### config.mk
export PLATFORM = sky130hd
export DESIGN_NAME = replica_shift_io
export DESIGN_NICKNAME = d
export VERILOG_FILES = /design/src/rtl/replica_shift_io.sv
export SDC_FILE = /design/constraint.sdc
export NUM_CORES = 1
export LEC_CHECK = 0
export ABC_CLOCK_PERIOD_IN_PS = 4300
export BUFFER_PORTS_ARGS = -buffer_cell sky130_fd_sc_hd__buf_2
export CAP_MARGIN = 20
export CORE_MARGIN = 4
export CORE_UTILIZATION = 25
export CTS_CLUSTER_SIZE = 40
export DETAILED_ROUTE_END_ITERATION = 12
export SETUP_SLACK_MARGIN = 0.02
export SLEW_MARGIN = 20
export SYNTH_ARGS = -nofsm -noshare
export SYNTH_HDL_FRONTEND = slang
export SYNTH_SLANG_ARGS = --single-unit
### constraint.sdc
create_clock -name clk -period 4.3 [get_ports clk]
set_clock_uncertainty 0.15 [all_clocks]
set_input_delay 0.645 -clock clk [delete_from_list [all_inputs] [get_ports clk]]
set_output_delay 0.645 -clock clk [all_outputs]
set_load 0.005 [all_outputs]
### src/rtl/replica_shift_io.sv
// Host-side shift port of the replica ring.
// Load path: buffers one replica of host words, then emits it as a gap-free
// burst announced by a {PREV,PREV} exchange pulse EXCH_LEAD cycles ahead.
// Unload path: beats leaving the last replica are queued in a FIFO for the host.

package replica_shift_io_pkg;
  typedef enum logic [1:0] {
    EXCH_NOP  = 2'd0,
    EXCH_PREV = 2'd1
  } exchange_command_t;
endpackage

module replica_shift_io
  import replica_shift_io_pkg::*;
#(
  parameter int REPLICA_NUM = 4,
  parameter int CITY_DIV    = 4,
  parameter int LANES       = 8,
  parameter int CITY_W      = 7,
  parameter int EXCH_LEAD   = 3
) (
  input  logic                      clk,
  input  logic                      reset,
  input  logic                      start,
  output logic                      busy,
  output logic                      done,
  input  logic                      s_valid,
  output logic                      s_ready,
  input  logic [LANES*CITY_W-1:0]   s_data,
  output logic                      ring_valid,
  output logic [LANES*CITY_W-1:0]   ring_data,
  output exchange_command_t [1:0]   ring_exchange,
  input  logic                      ring_out_valid,
  input  logic [LANES*CITY_W-1:0]   ring_out_data,
  output logic                      m_valid,
  input  logic                      m_ready,
  output logic [LANES*CITY_W-1:0]   m_data,
  output logic                      overflow
);

  localparam int WORD_W = LANES * CITY_W;
  localparam int DEPTH  = REPLICA_NUM * CITY_DIV;
  localparam int FW     = $clog2(CITY_DIV + 1);
  localparam int BW     = (CITY_DIV > 1) ? $clog2(CITY_DIV) : 1;
  localparam int RW     = (REPLICA_NUM > 1) ? $clog2(REPLICA_NUM) : 1;
  localparam int PW     = (DEPTH > 1) ? $clog2(DEPTH) : 1;
  localparam int CW     = $clog2(DEPTH + 1);
  // Pop register plus EXCH_LEAD delay stages: the exchange pulse is registered
  // alongside the pop register, so the beat trails it by exactly EXCH_LEAD.
  localparam int NSTG   = EXCH_LEAD + 1;

  typedef enum logic [1:0] {S_IDLE, S_FILL, S_BURST, S_DRAIN} state_t;

  state_t                  state_q, state_d;
  logic [FW-1:0]           fill_cnt_q, fill_cnt_d;
  logic [BW-1:0]           beat_cnt_q, beat_cnt_d;
  logic [RW-1:0]           rep_cnt_q, rep_cnt_d;
  logic                    done_q, done_d;
  logic                    overflow_q, overflow_d;
  exchange_command_t [1:0] ring_exchange_q, ring_exchange_d;
  logic [NSTG-1:0]         dl_vld_q, dl_vld_d;
  logic [WORD_W-1:0]       dl_data_q [NSTG];
  logic [WORD_W-1:0]       dl_data_d [NSTG];
  logic [WORD_W-1:0]       load_buf_q [CITY_DIV];
  logic [WORD_W-1:0]       fifo_mem_q [DEPTH];
  logic [PW-1:0]           wr_ptr_q, wr_ptr_d, rd_ptr_q, rd_ptr_d;
  logic [CW-1:0]           fifo_cnt_q, fifo_cnt_d;

  logic load_we, pop, last_beat, last_rep, line_busy, accept_start;
  logic fifo_full, fifo_pop, fifo_push, fifo_drop;

  assign accept_start = (state_q == S_IDLE) && start;
  assign pop          = (state_q == S_BURST);
  assign last_beat    = pop && (beat_cnt_q == BW'(CITY_DIV - 1));
  assign last_rep     = (rep_cnt_q == RW'(REPLICA_NUM - 1));
  assign line_busy    = |dl_vld_q;
  assign load_we      = s_valid && s_ready;

  // State register and all control flops (reset applies here only)
  always_ff @(posedge clk) begin
    if (reset) begin
      state_q         <= S_IDLE;
      fill_cnt_q      <= '0;
      beat_cnt_q      <= '0;
      rep_cnt_q       <= '0;
      done_q          <= 1'b0;
      overflow_q      <= 1'b0;
      ring_exchange_q <= {EXCH_NOP, EXCH_NOP};
      dl_vld_q        <= '0;
      wr_ptr_q        <= '0;
      rd_ptr_q        <= '0;
      fifo_cnt_q      <= '0;
    end else begin
      state_q         <= state_d;
      fill_cnt_q      <= fill_cnt_d;
      beat_cnt_q      <= beat_cnt_d;
      rep_cnt_q       <= rep_cnt_d;
      done_q          <= done_d;
      overflow_q      <= overflow_d;
      ring_exchange_q <= ring_exchange_d;
      dl_vld_q        <= dl_vld_d;
      wr_ptr_q        <= wr_ptr_d;
      rd_ptr_q        <= rd_ptr_d;
      fifo_cnt_q      <= fifo_cnt_d;
    end
  end

  // Data storage: load buffer, delay line payload, unload FIFO memory
  always_ff @(posedge clk) begin
    if (load_we) load_buf_q[fill_cnt_q[BW-1:0]] <= s_data;
    if (fifo_push) fifo_mem_q[wr_ptr_q] <= ring_out_data;
    dl_data_q <= dl_data_d;
  end

  // Next-state logic of the load sequencer
  always_comb begin
    state_d = state_q;
    case (state_q)
      S_IDLE:  if (start) state_d = S_FILL;
      S_FILL:  if (fill_cnt_q == FW'(CITY_DIV)) state_d = S_BURST;
      S_BURST: if (last_beat) state_d = last_rep ? S_DRAIN : S_FILL;
      S_DRAIN: if (!line_busy) state_d = S_IDLE;
      default: state_d = S_IDLE;
    endcase
  end

  // Sequencer outputs decoded from the current state
  always_comb begin
    busy    = (state_q != S_IDLE);
    s_ready = (state_q == S_FILL) && (fill_cnt_q < FW'(CITY_DIV));
  end

  // Counters, exchange pulse and burst delay line
  always_comb begin
    fill_cnt_d = fill_cnt_q;
    beat_cnt_d = beat_cnt_q;
    rep_cnt_d  = rep_cnt_q;
    if (load_we) fill_cnt_d = fill_cnt_q + FW'(1);
    if (pop) beat_cnt_d = last_beat ? '0 : beat_cnt_q + BW'(1);
    if (last_beat) begin
      fill_cnt_d = '0;
      if (!last_rep) rep_cnt_d = rep_cnt_q + RW'(1);
    end
    if (accept_start) begin
      fill_cnt_d = '0;
      beat_cnt_d = '0;
      rep_cnt_d  = '0;
    end
    ring_exchange_d[0] = EXCH_NOP;
    ring_exchange_d[1] = EXCH_NOP;
    if (pop && (beat_cnt_q == '0)) begin
      ring_exchange_d[0] = EXCH_PREV;
      ring_exchange_d[1] = EXCH_PREV;
    end
    dl_vld_d     = {dl_vld_q[NSTG-2:0], pop};
    dl_data_d[0] = load_buf_q[beat_cnt_q];
    for (int i = 1; i < NSTG; i++) dl_data_d[i] = dl_data_q[i-1];
    done_d = (state_q == S_DRAIN) && !line_busy;
  end

  // Unload FIFO bookkeeping; a simultaneous pop frees room for a full-FIFO write
  always_comb begin
    fifo_full  = (fifo_cnt_q == CW'(DEPTH));
    fifo_pop   = m_ready && (fifo_cnt_q != '0);
    fifo_push  = ring_out_valid && (!fifo_full || fifo_pop);
    fifo_drop  = ring_out_valid && fifo_full && !fifo_pop;
    wr_ptr_d   = wr_ptr_q;
    rd_ptr_d   = rd_ptr_q;
    fifo_cnt_d = fifo_cnt_q;
    if (fifo_push) wr_ptr_d = (wr_ptr_q == PW'(DEPTH - 1)) ? '0 : wr_ptr_q + PW'(1);
    if (fifo_pop)  rd_ptr_d = (rd_ptr_q == PW'(DEPTH - 1)) ? '0 : rd_ptr_q + PW'(1);
    case ({fifo_push, fifo_pop})
      2'b10:   fifo_cnt_d = fifo_cnt_q + CW'(1);
      2'b01:   fifo_cnt_d = fifo_cnt_q - CW'(1);
      default: fifo_cnt_d = fifo_cnt_q;
    endcase
    overflow_d = overflow_q;
    if (fifo_drop) overflow_d = 1'b1;
    if (accept_start) overflow_d = 1'b0;
  end

  assign done          = done_q;
  assign overflow      = overflow_q;
  assign ring_exchange = ring_exchange_q;
  assign ring_valid    = dl_vld_q[NSTG-1];
  assign ring_data     = dl_data_q[NSTG-1];
  assign m_valid       = (fifo_cnt_q != '0);
  assign m_data        = fifo_mem_q[rd_ptr_q];

endmodule
==> results by group, run 1 <==
Synthesis
  • Most instantiated cells after synthesis: edfxtp_1 (1120), mux4_2 (336), dfxtp_1 (257)
  • Synth Cell Area: ~48000 um2
  • Syn Area/Cell: around 24 um2
  • Ys async rst share: 0%
  • Post-Synthesis Cells: around 2000
  • Yosys top cell area share: a little over two thirds
  • Register area share after synthesis: 81.1%
  • Post-synth EDFFs: roughly 1100
  • Synth Flop Type: edfxtp_1
  • Area contributors post-synth: edfxtp_1 (70%), mux4_2 (16%), dfxtp_1 (11%), ha_1 (0.37%), clkbuf_1 (0.27%)
  • Synth unique cells: between 40 and 50
  • YS warnings: 0
  • Most common cell in the netlist: edfxtp_1
  • #FFs+latches synth: around 1400
  • Synth area leader: edfxtp_1

GRT
  • Met2 usage: between 10% and 20%
  • Initial antenna violation count: 48
  • GR Layer Usage met3: 3.14%
  • Largest net degree at the start of global routing: 72
  • Met1 GRT Util: 13.7%
  • Total gr overflow: 0
  • GRT Max-Usage Layer: met2
  • First-pass GRT wire length: about 160 mm
  • Number of global-route vias before repair: roughly 22000
  • Total global-route track usage: approximately 11%

Floorplanning
  • Die W: 445 um
  • Die Area: between 150000 and 200000 um2
  • Die height: 445 um
  • Core area: 190000 um2
  • Placement Rows: 160
  • # IOs: 240
  • Initial Util: between 20% and 30%

Layout
  • Share of cells above drive strength 1: 34.8%
  • Syn-to-layout area delta: 21.2%
  • Core Util, Final: a little under a third
  • Fin nets: 2500

Worst setup path
  • WP buf/inv: 2
  • WP data arrival: 3.07 ns
  • CP Class: flip-flop to primary output
  • Startpoint types: flip-flop
  • Cell Chain, Critical Path: buf_12 > mux4_2 > mux4_2 > buf_2
  • R2R cell count: 5
  • Max FO, Critical Path: 71
  • Slowest stage cell, crit path: dfxtp_4
  • Cell family with most CP delay: multiplexers
  • CP required: between 3 and 4 ns
  • CP most frequent cell: mux4_2
  • WP depth: 4
  • Max incr delay on CP: 0.68 ns
  • Critical Path End Type: primary output

Power
  • Worst IR Drop VDD: around 0.35 mV
  • Pwr Total: about 32 mW
  • LEAKAGE: about 18 nW
  • Pwr dens: approximately 540 nW/um2

Clock network
  • Cts hold-fix bufs: 56
  • Num Clock Sinks: approximately 1400
  • Longest Clk Path Bufs: 3
  • Post-CTS setup repair buffer count: 0
  • CTS clk-pin slew, worst paths: around 0.060 ns
  • H-tree levels: 4
  • CTS buffer count: 143
  • Post-CTS resize count: 0
  • Clk root buf: clkbuf_16
  • CTS tree: built
  • Worst-Skew Late Latency: roughly 0.76 ns

Worst hold path
  • WHS Path Cells: 1
  • Hold Crit Class: input port to flip-flop

Placement
  • Number of buffers added on ports: around 240
  • Gpl congestion: a little under 0.7
  • Post-DP HPWL: approximately 66 mm

Routing
  • Detailed Route Iter0 Violations: 1622
  • DR DRC count: 0
  • DRT Pass-1 Iters: 5
  • Vias: approximately 21000
  • Vias per cell: around 4.2
  • DR WL/cell: between 20 and 25 um
  • Post-DRT Antenna Nets: 0
  • Routed WL: about 110 mm

Run status
  • Status: finished, final reports clean

STA
  • Final Hold Vio Count: 0
  • Actual slew at the worst max-slew pin: 0.989 ns
  • Final worst-path cycle share: 89.9%
  • Max Slew Vio Count: 0
  • Final setup fails: 0
  • Post-route minimum period: slightly below 4 ns
  • Setup TNS: 0 ns
  • RSZ-0062 raised after global routing: no
  • FMAX: 0.259 GHz
  • Rel. slew slack: between 30% and 40%

Flow run
  • Total of max-cap violations: 0
## power breakdown
| part | internal [mW] | total, mW | switching [mW] |
|---|---|---|---|
| registers | 14.7 | 14.9 | 0.170 |
| clock network | 7.09 | 12.3 | 5.22 |
| logic | 2.31 | 4.37 | 2.07 |
| total | 24.1 | 31.6 | 7.46 |
## cells in the final DEF, fill, tap and decap left out, types with 5 or more instances in the layout
master,netlist,final
edfxtp_1,1120,1120
mux4_2,336,336
dfxtp_1,257,251
buf_2,25,237
clkbuf_16,0,149
dlygate4sd3_1,0,56
clkbuf_1,35,40
buf_12,0,30
buf_4,10,27
nor2_1,23,22
clkinv_1,0,21
clkinv_2,0,15
a21oi_1,14,14
ha_1,14,14
nand2_1,11,11
inv_1,10,10
diode_2,0,9
bufinv_16,0,9
nor2b_1,7,7
inv_6,0,7
o21ai_0,6,6
dfxtp_4,0,5
clkbuf_8,0,5
## cells by family (layout without fill, tap and decap cells)
logic type,Yosys count,count (layout),synth area share (%)
buffers and inverters,95,622,0.921
and+or+nand+nor,83,83,0.966
other,1,11,0.00784
muxes,344,344,16.0
AOI/OAI and AO/OA,38,38,0.503
xor gates and xnor gates,5,5,0.0916
adders and majority gates,14,14,0.366
DFF,1377,1377,81.1
## per-stage QoR
step,hold WS (ns),instance area (um2),setup slack [ns],std cells
floorplan,0.160,47800,0.442,1958
global route,0.0595,57900,0.266,5001
CTS,0.0238,57900,0.286,4996
global placement,0.161,52600,1.12,4678
detailed placement,0.162,52600,1.13,4678
finish,0.103,57900,0.434,5005
## worst paths after layout
path / startpoint / endpoint / slack [ns]
max: flip-flop / m_data[19] / 0.43
min: ring_out_data[20] / fifo_mem_q[0][20] / 0.10
max reg2reg: fifo_cnt_q[1] / fifo_mem_q[10][36] / 1.45
min reg2reg: dl_data_d[3] / ring_data[3] / 0.17
## metal layers
metal / up-vias / share of wire [%]
li1: 9051 / -
met1: 11219 / 40
met2: 622 / 51
met3: 210 / 6.3
met4: 14 / 2.3
met5: - / 0.080
## sequential cells by signal (all words and copies together), names as in the netlist, named ones only
register / count
fifo_mem_q: 896
load_buf_q: 224
dl_data_d: 168
ring_data: 56
fifo_cnt_q: 5
dl_vld_q: 4
rd_ptr_q: 4
wr_ptr_q: 4
fill_cnt_q: 3
beat_cnt_q: 2
rep_cnt_q: 2
state_q: 2
done: 1
overflow: 1
ring_exchange: 1
## area by class of cell
| type | count | area (um2) |
|---|---|---|
| inverters | 10 | 37.5 |
| clock buffers | 194 | 3950 |
| repair buffers | 350 | 2550 |
| well taps | 2511 | 3140 |
| diodes | 9 | 22.5 |
| clock inverters | 68 | 772 |
| multi-input cells | 486 | 8660 |
| fillers | 18271 | 132000 |
| flip-flops and latches | 1377 | 38800 |
(Power assumes the default switching activity.)
==> run 2: changes to the inputs <==
Settings changed: CELL_PAD_IN_SITES_DETAIL_PLACEMENT set to 1, CELL_PAD_IN_SITES_GLOBAL_PLACEMENT set to 1, PLACE_DENSITY_LB_ADDON set to 0.1.
==> results by group, run 2 (synthesis results as in run 1) <==
Run status
  • Status: finished, final reports clean (unchanged)

STA
  • Setup TNS: 0 ns (unchanged)
  • Final setup fails: 0 (unchanged)
  • Final Hold Vio Count: 0 (unchanged)
  • FMAX: 0.253 GHz (was 0.259 GHz)
  • Post-route minimum period: 3.95 ns (was 3.87 ns)
  • Actual slew at the worst max-slew pin: 0.847 ns (was 0.989 ns)
  • RSZ-0062 raised after global routing: no (unchanged)
  • Max Slew Vio Count: 0 (unchanged)
  • Rel. slew slack: 43.0% (was 34.1%)
  • Final worst-path cycle share: 91.9% (was 89.9%)

Layout
  • Syn-to-layout area delta: 23.0% (was 21.2%)
  • Layout Cells excl Fill: 5059 (was 5005)
  • Register area: 38800 um2 (unchanged)
  • Multi-input logic area: 8660 um2 (about the same)
  • Fin nets: 2529 (was 2500)
  • Core Util, Final: 30.9% (was 30.5%)
  • Most common cell after layout, fill and taps aside: edfxtp_1 (unchanged)
  • Top reg by flops: fifo_mem_q (unchanged)
  • Number of flip-flops in the largest register: 896 (unchanged)
  • Most frequent cells in the layout: edfxtp_1 (1120), mux4_2 (336), dfxtp_1 (251) (unchanged)
  • Share of cells above drive strength 1: 35.5% (was 34.8%)
  • Fillers: 18852 (was 18271)

Worst hold path
  • Hold Crit Class: input port to flip-flop (unchanged)
  • WHS Path Cells: 1 (unchanged)
  • Hold_sp: ring_out_data[41] (was ring_out_data[20])
  • Hold Path Sink: fifo_mem_q[1][41] (was fifo_mem_q[0][20])

Worst setup path
  • Max FO, Critical Path: 35 (was 71)
  • CP most frequent cell: mux4_2 (unchanged)
  • Flop-to-flop setup slack: 1.34 ns (was 1.45 ns)
  • Slowest stage cell, crit path: mux4_2 (was dfxtp_4)
  • Reg2reg end: fifo_mem_q[9][23] (was fifo_mem_q[10][36])
  • Max incr delay on CP: 0.55 ns (was 0.68 ns)
  • CP required: 3.50 ns (about the same)
  • Critical Path End Type: primary output (unchanged)
  • WP depth: 5 (was 4)
  • CP Class: flip-flop to primary output (unchanged)
  • Reg-to-Reg Start: fifo_cnt_q[1] (unchanged)
  • WP buf/inv: 3 (was 2)
  • R2R cell count: 5 (unchanged)
  • Cell family with most CP delay: multiplexers (unchanged)
  • Cell Chain, Critical Path: buf_12 > buf_4 > mux4_2 > mux4_2 > buf_2 (was buf_12 > mux4_2 > mux4_2 > buf_2)
  • Startpoint types: flip-flop (unchanged)
  • WP data arrival: 3.16 ns (was 3.07 ns)

Placement
  • Post-DP HPWL: 65.8 mm (was 65.6 mm)
  • Number of buffers added on ports: 237 (unchanged)
  • Placed cell count: 4672 (was 4678)
  • Gpl congestion: 0.665 (was 0.691)

Power
  • Worst IR Drop VDD: 0.376 mV (was 0.349 mV)
  • LEAKAGE: 18.7 nW (was 18.3 nW)
  • Pwr dens: 564 nW/um2 (was 545 nW/um2)
  • Pwr Total: 33.2 mW (was 31.6 mW)

Routing
  • Vias: 21488 (was 21116)
  • Routed WL: 126 mm (was 110 mm)
  • Post-DRT Antenna Nets: 0 (unchanged)
  • DRT Pass-1 Iters: 5 (unchanged)
  • DR WL/cell: 24.9 um (was 21.9 um)
  • Vias per cell: 4.25 (was 4.22)
  • Detailed Route Iter0 Violations: 1315 (was 1622)
  • DR DRC count: 0 (unchanged)

Clock network
  • CTS buffer count: 163 (was 143)
  • Post-CTS resize count: 0 (unchanged)
  • Longest Clk Path Bufs: 3 (unchanged)
  • CTS tree: built (unchanged)
  • Worst-Skew Late Latency: 0.78 ns (was 0.76 ns)
  • Num Clock Sinks: 1377 (unchanged)
  • CTS clk-pin slew, worst paths: 0.06 ns (about the same)
  • Clk root buf: clkbuf_16 (unchanged)
  • Post-CTS setup repair buffer count: 0 (unchanged)
  • H-tree levels: 4 (unchanged)

Floorplanning
  • Core area: 190000 um2 (unchanged)
  • Die Area: 198000 um2 (unchanged)
  • Placement Rows: 160 (unchanged)
  • # IOs: 240 (unchanged)
  • Die W: 445 um (unchanged)
  • Initial Util: 25.1% (unchanged)
  • Die height: 445 um (unchanged)

GRT
  • Number of global-route vias before repair: 24876 (was 22296)
  • Total gr overflow: 0 (unchanged)
  • First-pass GRT wire length: 183 mm (was 160 mm)
  • Initial antenna violation count: 25 (was 48)
  • Total global-route track usage: 12.9% (was 11.1%)
  • Largest net degree at the start of global routing: 73 (was 72)

Flow run
  • Total of max-cap violations: 0 (unchanged)
run 2: cell count changes in the layout (fill, tap and decap cells not counted), sizes merged:
cell / before / now
clkbuf: 194 / 217
buf: 294 / 288
clkinv: 43 / 57
diode: 9 / 13
inv: 23 / 17
bufinv: 9 / 18
clkinvlp: 3 / 4
dlygate4sd3: 56 / 71
run 2: worst max path at each step:
| stage | endpoint | start |
|---|---|---|
| finish | m_data[52] | flip-flop |
| detailed placement | fifo_mem_q[9][11] | m_ready |
| global placement | fifo_mem_q[9][15] | m_ready |
| CTS | m_data[52] | flip-flop |
| floorplan | fifo_mem_q[15][0] | m_ready |
| global route | m_data[52] | flip-flop |
run 2: what timing repair did:
item,CTS,global route
endpoints found under the hold margin,340,0
hold buffers,71,0
endpoints found under the setup margin,0,0
run 2: final cells by class:
cell class	count	area share, %
multi-input cells	486	14.7
diodes	13	0.0553
well taps	2511	5.34
inverters	10	0.0639
flip-flops and latches	1377	66.0
clock inverters	86	1.62
clock buffers	217	7.67
repair buffers	359	4.52
run 2: through the flow:
stage / area, um2 / hold slack (ns) / setup WS (ns)
after detailed placement: 52600 / 0.163 / 1.08
after CTS: 58700 / 0.00101 / 0.175
final: 58800 / 0.0973 / 0.349
after floorplan: 47800 / 0.160 / 0.442
after global routing: 58800 / 0.0378 / 0.138
after global placement: 52600 / 0.161 / 1.11
run 2: layer usage:
layer | vias up | GRT usage [%] | share of wire (%)
li1 | 9123 | - | -
met1 | 11716 | 15.6 | 41
met2 | 436 | 22.6 | 52
met3 | 205 | 3.13 | 4.7
met4 | 8 | 3.77 | 2.3
met5 | - | 0 | 0.044
run 2: power breakdown:
group	internal (mW)	switching [mW]
logic	2.29	2.13
registers	14.7	0.135
clock network	8.45	5.47
